**config.mk**
```make
export PLATFORM = sky130hd
export DESIGN_NAME = text_echo_fifo
export DESIGN_NICKNAME = d
export VERILOG_FILES = /design/src/rtl/min_os_pkg.sv /design/src/rtl/text_frame_xform.sv /design/src/rtl/text_echo_fifo.sv
export SDC_FILE = /design/constraint.sdc
export NUM_CORES = 2
export LEC_CHECK = 0
export ABC_CLOCK_PERIOD_IN_PS = 3100
export BUFFER_PORTS_ARGS = -buffer_cell sky130_fd_sc_hd__buf_2
export CAP_MARGIN = 0
export CORE_MARGIN = 10
export CORE_UTILIZATION = 56
export DETAILED_ROUTE_END_ITERATION = 6
export MAX_ROUTING_LAYER = met4
export PLACE_DENSITY = 0.77
export SKIP_CTS_REPAIR_TIMING = 1
export SYNTH_ARGS = -nofsm -noshare
export SYNTH_HDL_FRONTEND = slang
export SYNTH_SLANG_ARGS = --single-unit
```
**constraint.sdc**
```tcl
create_clock -name CLK -period 3.1 [get_ports CLK]
set_clock_uncertainty 0.1 [all_clocks]
set_input_delay 0.775 -clock CLK [delete_from_list [all_inputs] [get_ports CLK]]
set_output_delay 0.775 -clock CLK [all_outputs]
set_load 0.1 [all_outputs]
```
**src/rtl/min_os_pkg.sv**
```systemverilog
// Shared definitions for the text echo path.
// Holds the mode encodings, the ASCII case constants and a case-fold helper.
package min_os_pkg;

  typedef enum logic [1:0] {
    MODE_ECHO    = 2'd0,
    MODE_UPPER   = 2'd1,
    MODE_COUNT   = 2'd2,
    MODE_REVERSE = 2'd3
  } mode_e;

  localparam logic [7:0] ASCII_LC_A     = 8'h61;
  localparam logic [7:0] ASCII_LC_Z     = 8'h7A;
  localparam logic [7:0] ASCII_CASE_OFS = 8'h20;

  function automatic logic [7:0] to_upper(input logic [7:0] c);
    return (c >= ASCII_LC_A && c <= ASCII_LC_Z) ? c - ASCII_CASE_OFS : c;
  endfunction

endpackage

```
**src/rtl/text_frame_xform.sv**
```systemverilog
// Combinational byte transform applied to a frame at capture.
// Ports: in_bytes (raw frame, byte 0 in [7:0]), size (already clamped length),
//        mode (echo/upper/count/reverse), out_bytes (transformed frame with
//        every byte at index >= size forced to 0x00).
module text_frame_xform
  import min_os_pkg::*;
#(
  parameter int MAX_BYTES = 32,
  parameter int SIZE_W    = 8
) (
  input  logic [MAX_BYTES*8-1:0] in_bytes,
  input  logic [SIZE_W-1:0]      size,
  input  mode_e                  mode,
  output logic [MAX_BYTES*8-1:0] out_bytes
);

  always_comb begin
    out_bytes = '0;
    for (int i = 0; i < MAX_BYTES; i++) begin
      logic [7:0] b;
      b = '0;
      if (i < int'(size)) begin
        // Reverse reads from the mirrored index within the live length.
        if (mode == MODE_REVERSE) b = in_bytes[(int'(size)-1-i)*8 +: 8];
        else                      b = in_bytes[i*8 +: 8];
        if (mode == MODE_UPPER)   b = to_upper(b);
      end
      out_bytes[i*8 +: 8] = b;
    end
  end

endmodule

```
**src/rtl/text_echo_fifo.sv**
```systemverilog
// Text frame echo FIFO between the UART OS receive side and a transmitter.
// Ports: CLK/RST_N (clock, async active-low reset); rx_text_bytes/size and
//        rx_is_text_ready (received frame and its ready level); mode (sampled
//        at capture); tx_text_bytes/size, tx_valid, tx_ready (head frame and
//        handshake); byte_count (accepted bytes mod 256); level (stored
//        frames); overflow (sticky drop flag); view_index/view_byte (head
//        byte view_index+1 for LEDs).
module text_echo_fifo
  import min_os_pkg::*;
#(
  parameter int MAX_BYTES = 32,
  parameter int DEPTH     = 4,
  parameter int SIZE_W    = 8
) (
  input  logic                      CLK,
  input  logic                      RST_N,
  input  logic [MAX_BYTES*8-1:0]    rx_text_bytes,
  input  logic [SIZE_W-1:0]         rx_text_size,
  input  logic                      rx_is_text_ready,
  input  logic [1:0]                mode,
  output logic [MAX_BYTES*8-1:0]    tx_text_bytes,
  output logic [SIZE_W-1:0]         tx_text_size,
  output logic                      tx_valid,
  input  logic                      tx_ready,
  output logic [7:0]                byte_count,
  output logic [$clog2(DEPTH):0]    level,
  output logic                      overflow,
  input  logic [1:0]                view_index,
  output logic [7:0]                view_byte
);

  localparam int BW = MAX_BYTES*8;
  localparam int PW = $clog2(DEPTH);
  localparam int LW = PW+1;
  localparam logic [SIZE_W-1:0] MAX_SZ = SIZE_W'(MAX_BYTES);

  // Capture stage
  logic              rdy_q, armed, rise;
  logic [SIZE_W-1:0] size_c;
  logic [BW-1:0]     xf_bytes;
  logic              cap_vld, cap_store;
  logic [BW-1:0]     cap_bytes;
  logic [SIZE_W-1:0] cap_size;

  assign size_c = (rx_text_size > MAX_SZ) ? MAX_SZ : rx_text_size;
  // armed stays low after reset until the ready level has been seen low, so a
  // level already high at reset release never counts as a rising edge.
  assign rise   = rx_is_text_ready & ~rdy_q & armed;

  text_frame_xform #(.MAX_BYTES(MAX_BYTES), .SIZE_W(SIZE_W)) u_xform (
    .in_bytes (rx_text_bytes),
    .size     (size_c),
    .mode     (mode_e'(mode)),
    .out_bytes(xf_bytes)
  );

  always_ff @(posedge CLK or negedge RST_N) begin
    if (!RST_N) begin
      rdy_q     <= 1'b0;
      armed     <= 1'b0;
      cap_vld   <= 1'b0;
      cap_store <= 1'b0;
      cap_bytes <= '0;
      cap_size  <= '0;
    end else begin
      rdy_q     <= rx_is_text_ready;
      armed     <= armed | ~rx_is_text_ready;
      cap_vld   <= rise && (size_c != '0);
      cap_store <= rise && (size_c != '0) && (mode_e'(mode) != MODE_COUNT);
      cap_bytes <= xf_bytes;
      cap_size  <= size_c;
    end
  end

  // Frame storage
  logic [DEPTH-1:0][BW-1:0]     mem;
  logic [DEPTH-1:0][SIZE_W-1:0] msz;
  logic [PW-1:0] wr_ptr, rd_ptr, wr_ptr_n, rd_ptr_n;
  logic [LW-1:0] level_n;
  logic          pop, full, wr, drop;
  logic [BW-1:0]     head_bytes_n;
  logic [SIZE_W-1:0] head_size_n;
  logic [7:0]        view_n;

  assign pop  = tx_valid & tx_ready;
  assign full = (level == LW'(DEPTH));
  // A pop on the same cycle frees the slot, so a full FIFO still accepts.
  assign wr   = cap_store & (~full | pop);
  assign drop = cap_store & full & ~pop;

  always_comb begin
    wr_ptr_n     = wr  ? wr_ptr + PW'(1) : wr_ptr;
    rd_ptr_n     = pop ? rd_ptr + PW'(1) : rd_ptr;
    level_n      = level + LW'(wr) - LW'(pop);
    head_bytes_n = '0;
    head_size_n  = '0;
    view_n       = '0;
    if (level_n != '0) begin
      // Entry being written this cycle becomes head when it lands at rd_ptr_n.
      if (wr && rd_ptr_n == wr_ptr) begin
        head_bytes_n = cap_bytes;
        head_size_n  = cap_size;
      end else begin
        head_bytes_n = mem[rd_ptr_n];
        head_size_n  = msz[rd_ptr_n];
      end
      view_n = head_bytes_n[(int'(view_index)+1)*8 +: 8];
    end
  end

  always_ff @(posedge CLK or negedge RST_N) begin
    if (!RST_N) begin
      mem           <= '0;
      msz           <= '0;
      wr_ptr        <= '0;
      rd_ptr        <= '0;
      level         <= '0;
      tx_valid      <= 1'b0;
      tx_text_bytes <= '0;
      tx_text_size  <= '0;
      view_byte     <= '0;
      byte_count    <= '0;
      overflow      <= 1'b0;
    end else begin
      if (wr) begin
        mem[wr_ptr] <= cap_bytes;
        msz[wr_ptr] <= cap_size;
      end
      wr_ptr        <= wr_ptr_n;
      rd_ptr        <= rd_ptr_n;
      level         <= level_n;
      tx_valid      <= (level_n != '0);
      tx_text_bytes <= head_bytes_n;
      tx_text_size  <= head_size_n;
      view_byte     <= view_n;
      if (cap_vld) byte_count <= byte_count + 8'(cap_size);
      if (drop)    overflow   <= 1'b1;
    end
  end

endmodule

```
**Word-level counts from Yosys, hierarchy flattened**

Index checks and enable logic that the tools add are counted.

- Register bits: 1613
- Input port bits: 272
- Output and inout port bits: 285

- $add $sub $neg: 70
- $lt $le $gt $ge: 100
- Equality and inequality tests: 5
- Shift-type cells: 33
- Mux-type cells: 178
- Bitwise gates (word level): 12
- Reduce and logical (&&, ||, !) cells: 38

Operators with widths:

| operator | count |
|---|---|
| 256-bit by 32-bit variable part select with 8-bit output | 31 |
| 8-bit 2-to-1 mux | 166 |
| 256-bit 2-to-1 mux | 5 |
| 1024-bit bitwise mux | 1 |
| 256-bit binary-select mux with 2-bit select | 1 |
| 256-bit demux with 2-bit select | 1 |
| 8-bit by 7-bit greater-or-equal comparator with 1-bit output, second input constant | 32 |
| 8-bit by 7-bit less-or-equal comparator with 1-bit output, second input constant | 32 |
| 256-bit by 12-bit variable part select with 8-bit output | 1 |
| 256-bit by 7-bit variable part select with 8-bit output | 1 |
| 8-bit by 6-bit subtractor with 8-bit output, second input constant | 32 |
| 9-bit by 6-bit subtractor with 10-bit output, second input constant | 16 |
| 5-bit by 8-bit less-than comparator with 1-bit output, first input constant | 16 |
| 9-bit by 5-bit subtractor with 10-bit output, second input constant | 8 |
| 4-bit by 8-bit less-than comparator with 1-bit output, first input constant | 8 |
| 9-bit by 4-bit subtractor with 10-bit output, second input constant | 4 |
| 1-bit logical AND | 36 |
| 32-bit bitwise mux | 1 |
| 3-bit by 8-bit less-than comparator with 1-bit output, first input constant | 4 |
| 9-bit by 3-bit subtractor with 10-bit output, second input constant | 2 |
| 8-bit binary-select mux with 2-bit select | 1 |
| 8-bit demux with 2-bit select | 1 |
| 1-bit by 8-bit less-than comparator with 1-bit output, first input constant | 2 |
| 2-bit by 8-bit less-than comparator with 1-bit output, first input constant | 2 |
| other kinds (21) | 32 |

**Logic depth before layout (Yosys ltp)**

- Depth in word-level cells: 12
- Depth in mapped cells: 31
- Depth with buffers taken out: 18

**Cells and area by module**

Synthesis repeated with hierarchy kept, for this count alone.

- Cells, all modules: 7872
- Area, all modules: 92067.0 µm²

By module, submodules not included:

| module | instances | cells an instance | area each (µm²) |
|---|---|---|---|
| text_echo_fifo | 1 | 4282 | 64926.0 |
| text_frame_xform | 1 | 3590 | 27141.0 |

**Worst setup path before layout**

Ideal clock, no wire load.

- Path type: input to register
- Start: input rx_text_size[7]
- End: register cap_bytes[119]
- Arrival: 7220 ps
- Slack: -4339 ps
- Stages on the path: 27
- Path through: buf_2 > or4b_1 > buf_2 > buf_4 > buf_4 > buf_2 > buf_2 > buf_2 > ha_1 > inv_1 > xnor2_2 > buf_2 > buf_2 > buf_2 > buf_1 > ha_1 > inv_1 > a31oi_2 > or2_1 > buf_2 > buf_2 > mux4_2 > a222oi_1 > nand3_1 > nor2_1 > and4b_1 > o21ba_2

- Word-level cells in the longest chain between the ends: 12

Ends and longest elaborated chain:

| element | RTL line | RTL |
|---|---|---|
| start: declaration | text_echo_fifo.sv:18 | `input logic [SIZE_W-1:0] rx_text_size,` |
| 8-bit by 6-bit > comparator with 1-bit output | text_echo_fifo.sv:45 | `assign size_c = (rx_text_size > MAX_SZ) ? MAX_SZ : rx_text_size;` |
| 8-bit 2-to-1 mux * | text_echo_fifo.sv:45 |  |
| 8-bit by 1-bit subtractor with 9-bit output | text_frame_xform.sv:24 | `if (mode == MODE_REVERSE) b = in_bytes[(int'(size)-1-i)*8 +: 8];` |
| 9-bit by 5-bit subtractor with 10-bit output | text_frame_xform.sv:24 |  |
| 256-bit by 32-bit variable part select with 8-bit output | text_frame_xform.sv:24 |  |
| 8-bit 2-to-1 mux | text_frame_xform.sv:24 |  |
| 8-bit 2-to-1 mux | text_frame_xform.sv:22 | `if (i < int'(size)) begin` |
| 8-bit by 7-bit greater-or-equal comparator with 1-bit output or 8-bit by 7-bit less-or-equal comparator with 1-bit output (tied branches) | min_os_pkg.sv:17 | `return (c >= ASCII_LC_A && c <= ASCII_LC_Z) ? c - ASCII_CASE_OFS : c;` |
| 1-bit logical AND | min_os_pkg.sv:17 |  |
| 8-bit 2-to-1 mux | min_os_pkg.sv:17 |  |
| 8-bit 2-to-1 mux | text_frame_xform.sv:26 | `if (mode == MODE_UPPER) b = to_upper(b);` |
| 8-bit 2-to-1 mux * | text_frame_xform.sv:22 |  |
| via u_xform.out_bytes[119] | text_frame_xform.sv:14 | `output logic [MAX_BYTES*8-1:0] out_bytes` |
| end signal: assignment | text_echo_fifo.sv:70 | `cap_bytes <= xf_bytes;` |
| end: declaration | text_echo_fifo.sv:42 | `logic [BW-1:0] cap_bytes;` |

The timed path passes the listed nets; every way through them passes the cells marked *. The select of a mux whose other input is x is not followed.
A chain may end at the register's enable or synchronous reset.

**Worst setup path in the final report**

- Start: input rx_text_size[5]
- End: register cap_bytes[165]

- Word-level cells in the longest chain between the ends: 12

Ends and longest elaborated chain:

| element | RTL line |
|---|---|
| 8-bit by 6-bit > comparator with 1-bit output | text_echo_fifo.sv:45 |
| 8-bit 2-to-1 mux * | text_echo_fifo.sv:45 |
| 8-bit by 1-bit subtractor with 9-bit output | text_frame_xform.sv:24 |
| 9-bit by 6-bit subtractor with 10-bit output | text_frame_xform.sv:24 |
| 256-bit by 32-bit variable part select with 8-bit output | text_frame_xform.sv:24 |
| 8-bit 2-to-1 mux | text_frame_xform.sv:24 |
| 8-bit 2-to-1 mux | text_frame_xform.sv:22 |
| 8-bit by 7-bit greater-or-equal comparator with 1-bit output or 8-bit by 7-bit less-or-equal comparator with 1-bit output (tied branches) | min_os_pkg.sv:17 |
| 1-bit logical AND | min_os_pkg.sv:17 |
| 8-bit 2-to-1 mux | min_os_pkg.sv:17 |
| 8-bit 2-to-1 mux | text_frame_xform.sv:26 |
| 8-bit 2-to-1 mux * | text_frame_xform.sv:22 |
| via u_xform.out_bytes[165] | text_frame_xform.sv:14 |

Marked as above.

==> flow_summary.ini <==
[die]
dieWidth_um = 421
die_area_sq_mm = 0.177
io_pins = 557
row_count = 146
fp.dieH_um = 421
start_util_pct = 56.5
fp.coreArea_sq_mm = 0.159

[detailed_routing]
first_pass_iters = 7
drt_iter0_drc = 15259
wl_um = 491000
wl_per_cell_um = 38.6
ant_nets = 0
vias_per_cell = 7.10
drc = 60
vias = 90301

[critical_path]
arrival_ns = 5.62
worstPathMaxFanout = 15
critical_path_class = in2reg
required_ns = 3.74
start_kind = input port
critPathCaptureType = register

[grt]
grt_first_pass_wirelength_um = 669000
grt_antenna_before_repair = 128
first_global_vias = 87916
overflow = 0
grt_max_degree = 131
grt_usage_pct = 55.2

[clock_tree]
clk_pin_slew_worst_paths_ns = 0.07
cts_htree_levels = 4
cts-buffers-inserted = 159
clock-sinks = 1613
clock_path_buffers = 3
root_buffer = clkbuf_16
tritoncts = yes
insertion_delay_ns = 0.87

[synthesis]
yosysTopAreaCell = dfrtp_1
synth_ff_type = dfrtp_1
yosys-top-cells-area = dfrtp_1 (45%), mux2_2 (14%), mux4_2 (10%)
yosysUniqueCellTypes = 108
synth_edf_count = 0
synth-seq-area-share_pct = 44.9
synth-seq-cells = 1613
avgSynthCellArea_sq_um = 11.4
syn_inst = 7880
synth_area_sq_mm = 0.0898
synth_top_cell_area_share_pct = 44.9
synth_common_cells = dfrtp_1 (1613), mux2_2 (1123), nand2_1 (983), a21oi_1 (600), mux2i_1 (516)
yosysWarnings = 0
synth.most_common_cell = dfrtp_1
async_flop_share_pct = 100

[sta]
setup_viol = 480
grt_setup_unrepaired = yes
fin_crit_ns = 4.98
final_hold_viol_count = 0
worst_pin_slew_ns = 1.35
finalWorstSetupSlack_ns = -1.88
slew_headroom_pct = 10.1
clock.fmax_mhz = 201
maxSlewViolCount = 0
fin_tns_setup_ns = -265.23
period_share_pct = 161

[run_status]
status = finished with violations
violations = DRC, setup timing

[placed_design]
hpwl_um = 362000
place.port_buffers = 556
routabilityCongestion = 1.31
pre_cts_ws_ns = -2.62

[finish]
final_layout_size_suffix_gt1_share_pct = 48.6
fin_nets = 10703
syn_to_final_growth_pct = 34.9
fillCellCount = 9825

[power_and_ir_drop]
p_leak_nw = 57.1
power_density_mw_per_mm2 = 937
finalPower_mw = 114
irDropWorstVdd_mv = 1.39

[flow_run]
drv_cap = 0

[worst_hold_path]
min_path_type = in2reg
power breakdown:
group,switching [mW],total [mW],internal (mW),leakage [nW]
logic,35.2,58.0,22.7,34.2
registers,5.45,35.1,29.7,20.3
clock network,8.82,20.4,11.6,2.67
metrics by stage:
| step | util [%] | area (sq um) | instances | hold WS [ns] |
|---|---|---|---|---|
| detailed placement | 70.7 | 112000 | 12191 | 0.354 |
| CTS | 74.2 | 118000 | 12485 | -0.211 |
| global placement | 70.7 | 112000 | 12191 | 0.350 |
| finish | 76.2 | 121000 | 12722 | 0.170 |
| floorplan | - | 90500 | 7881 | 0.292 |
| global route | 76.2 | 121000 | 12699 | 0.169 |
worst paths after layout:
check | start | to | slack, ns | cells after the start
max in group asynchronous | RST_N | tx_text_bytes[205] | 1.29 | 3
min reg2reg | overflow | overflow | 0.37 | 1
max | rx_text_size[5] | cap_bytes[165] | -1.88 | 19
max reg2reg | level[1] | tx_text_bytes[182] | -0.28 | 15
min | view_index[1] | view_byte[2] | 0.17 | 2
min in group asynchronous | RST_N | cap_size[6] | 0.39 | 2
layout make-up:
cell class	instances	area (sq um)	share of cell area [%]
clock buffer	229	4570	3.77
tap	2072	2590	2.14
inverter	82	329	0.272
sequential	1613	40400	33.3
antenna	144	360	0.297
clock inverter	65	866	0.715
timing repair buffer	2935	23300	19.2
multi-input combinational	5582	48800	40.3
layer usage:
| metal | up-vias | GRT usage [%] | wire length (um) | share of wire, % |
|---|---|---|---|---|
| met5 | - | - | 0 | 0 |
| met1 | 44839 | 62.1 | 160000 | 33 |
| met3 | 2698 | 25.0 | 74700 | 15 |
| met4 | 0 | 45.4 | 56700 | 12 |
| met2 | 8148 | 74.6 | 200000 | 41 |
| li1 | 34616 | - | - | - |
state kept, by name (all words and copies together), names as in the netlist, 3 cells and up:
register       flops
byte_count         8
cap_bytes        256
cap_size           8
level              3
mem             1024
msz               32
tx_text_bytes    256
tx_text_size       8
view_byte          8
worst max-delay path: stages:
cell and delay, ns:
buf_6 0.10, or4b_4 0.63, ha_4 0.25, buf_12 0.17
xor2_1 0.18, buf_4 0.16, buf_6 0.16, nor4_4 0.39
buf_4 0.24, nor2_1 0.18, nand2_1 0.14, a32oi_1 0.16
a22oi_2 1.07, buf_4 0.29, nand3_1 0.08, nor2_1 0.12
a221oi_1 0.09, buf_4 0.15, a311oi_1 0.22
logic make-up (layout without fill, tap and decap cells):
kind of cell | count (synthesis) | in the layout | synth area share (%)
flops | 1613 | 1613 | 44.9
simple gates | 1902 | 1902 | 9.42
xor+xnor | 41 | 41 | 0.454
mux | 2053 | 2053 | 30.2
other cells | 1 | 146 | 0.00417
buf+inv | 686 | 3311 | 3.15
compound gates | 1526 | 1526 | 11.0
fa+ha+maj | 58 | 58 | 0.825
cells in the final DEF, fill, tap and decap left out, types with 36 or more instances in the layout:
cell type	Yosys	layout
buf_4	15	2128
dfrtp_1	1613	1613
mux2_2	1123	1116
nand2_1	983	971
a21oi_1	600	562
buf_2	103	551
mux2i_1	516	493
mux4_2	414	414
nor2_1	381	363
o21ai_0	210	187
buf_12	0	171
clkbuf_16	0	168
diode_2	0	144
nand3_1	102	97
nor3_1	102	85
a211oi_1	98	70
buf_6	8	67
inv_1	70	64
o22ai_1	62	56
and2_1	52	50
a22oi_1	54	49
o211ai_1	48	48
ha_1	56	46
a222oi_1	45	45
a31oi_1	54	43
and3_1	45	41
clkbuf_1	397	41
nand4_1	36	36
Power figures use the tool's default switching activity.
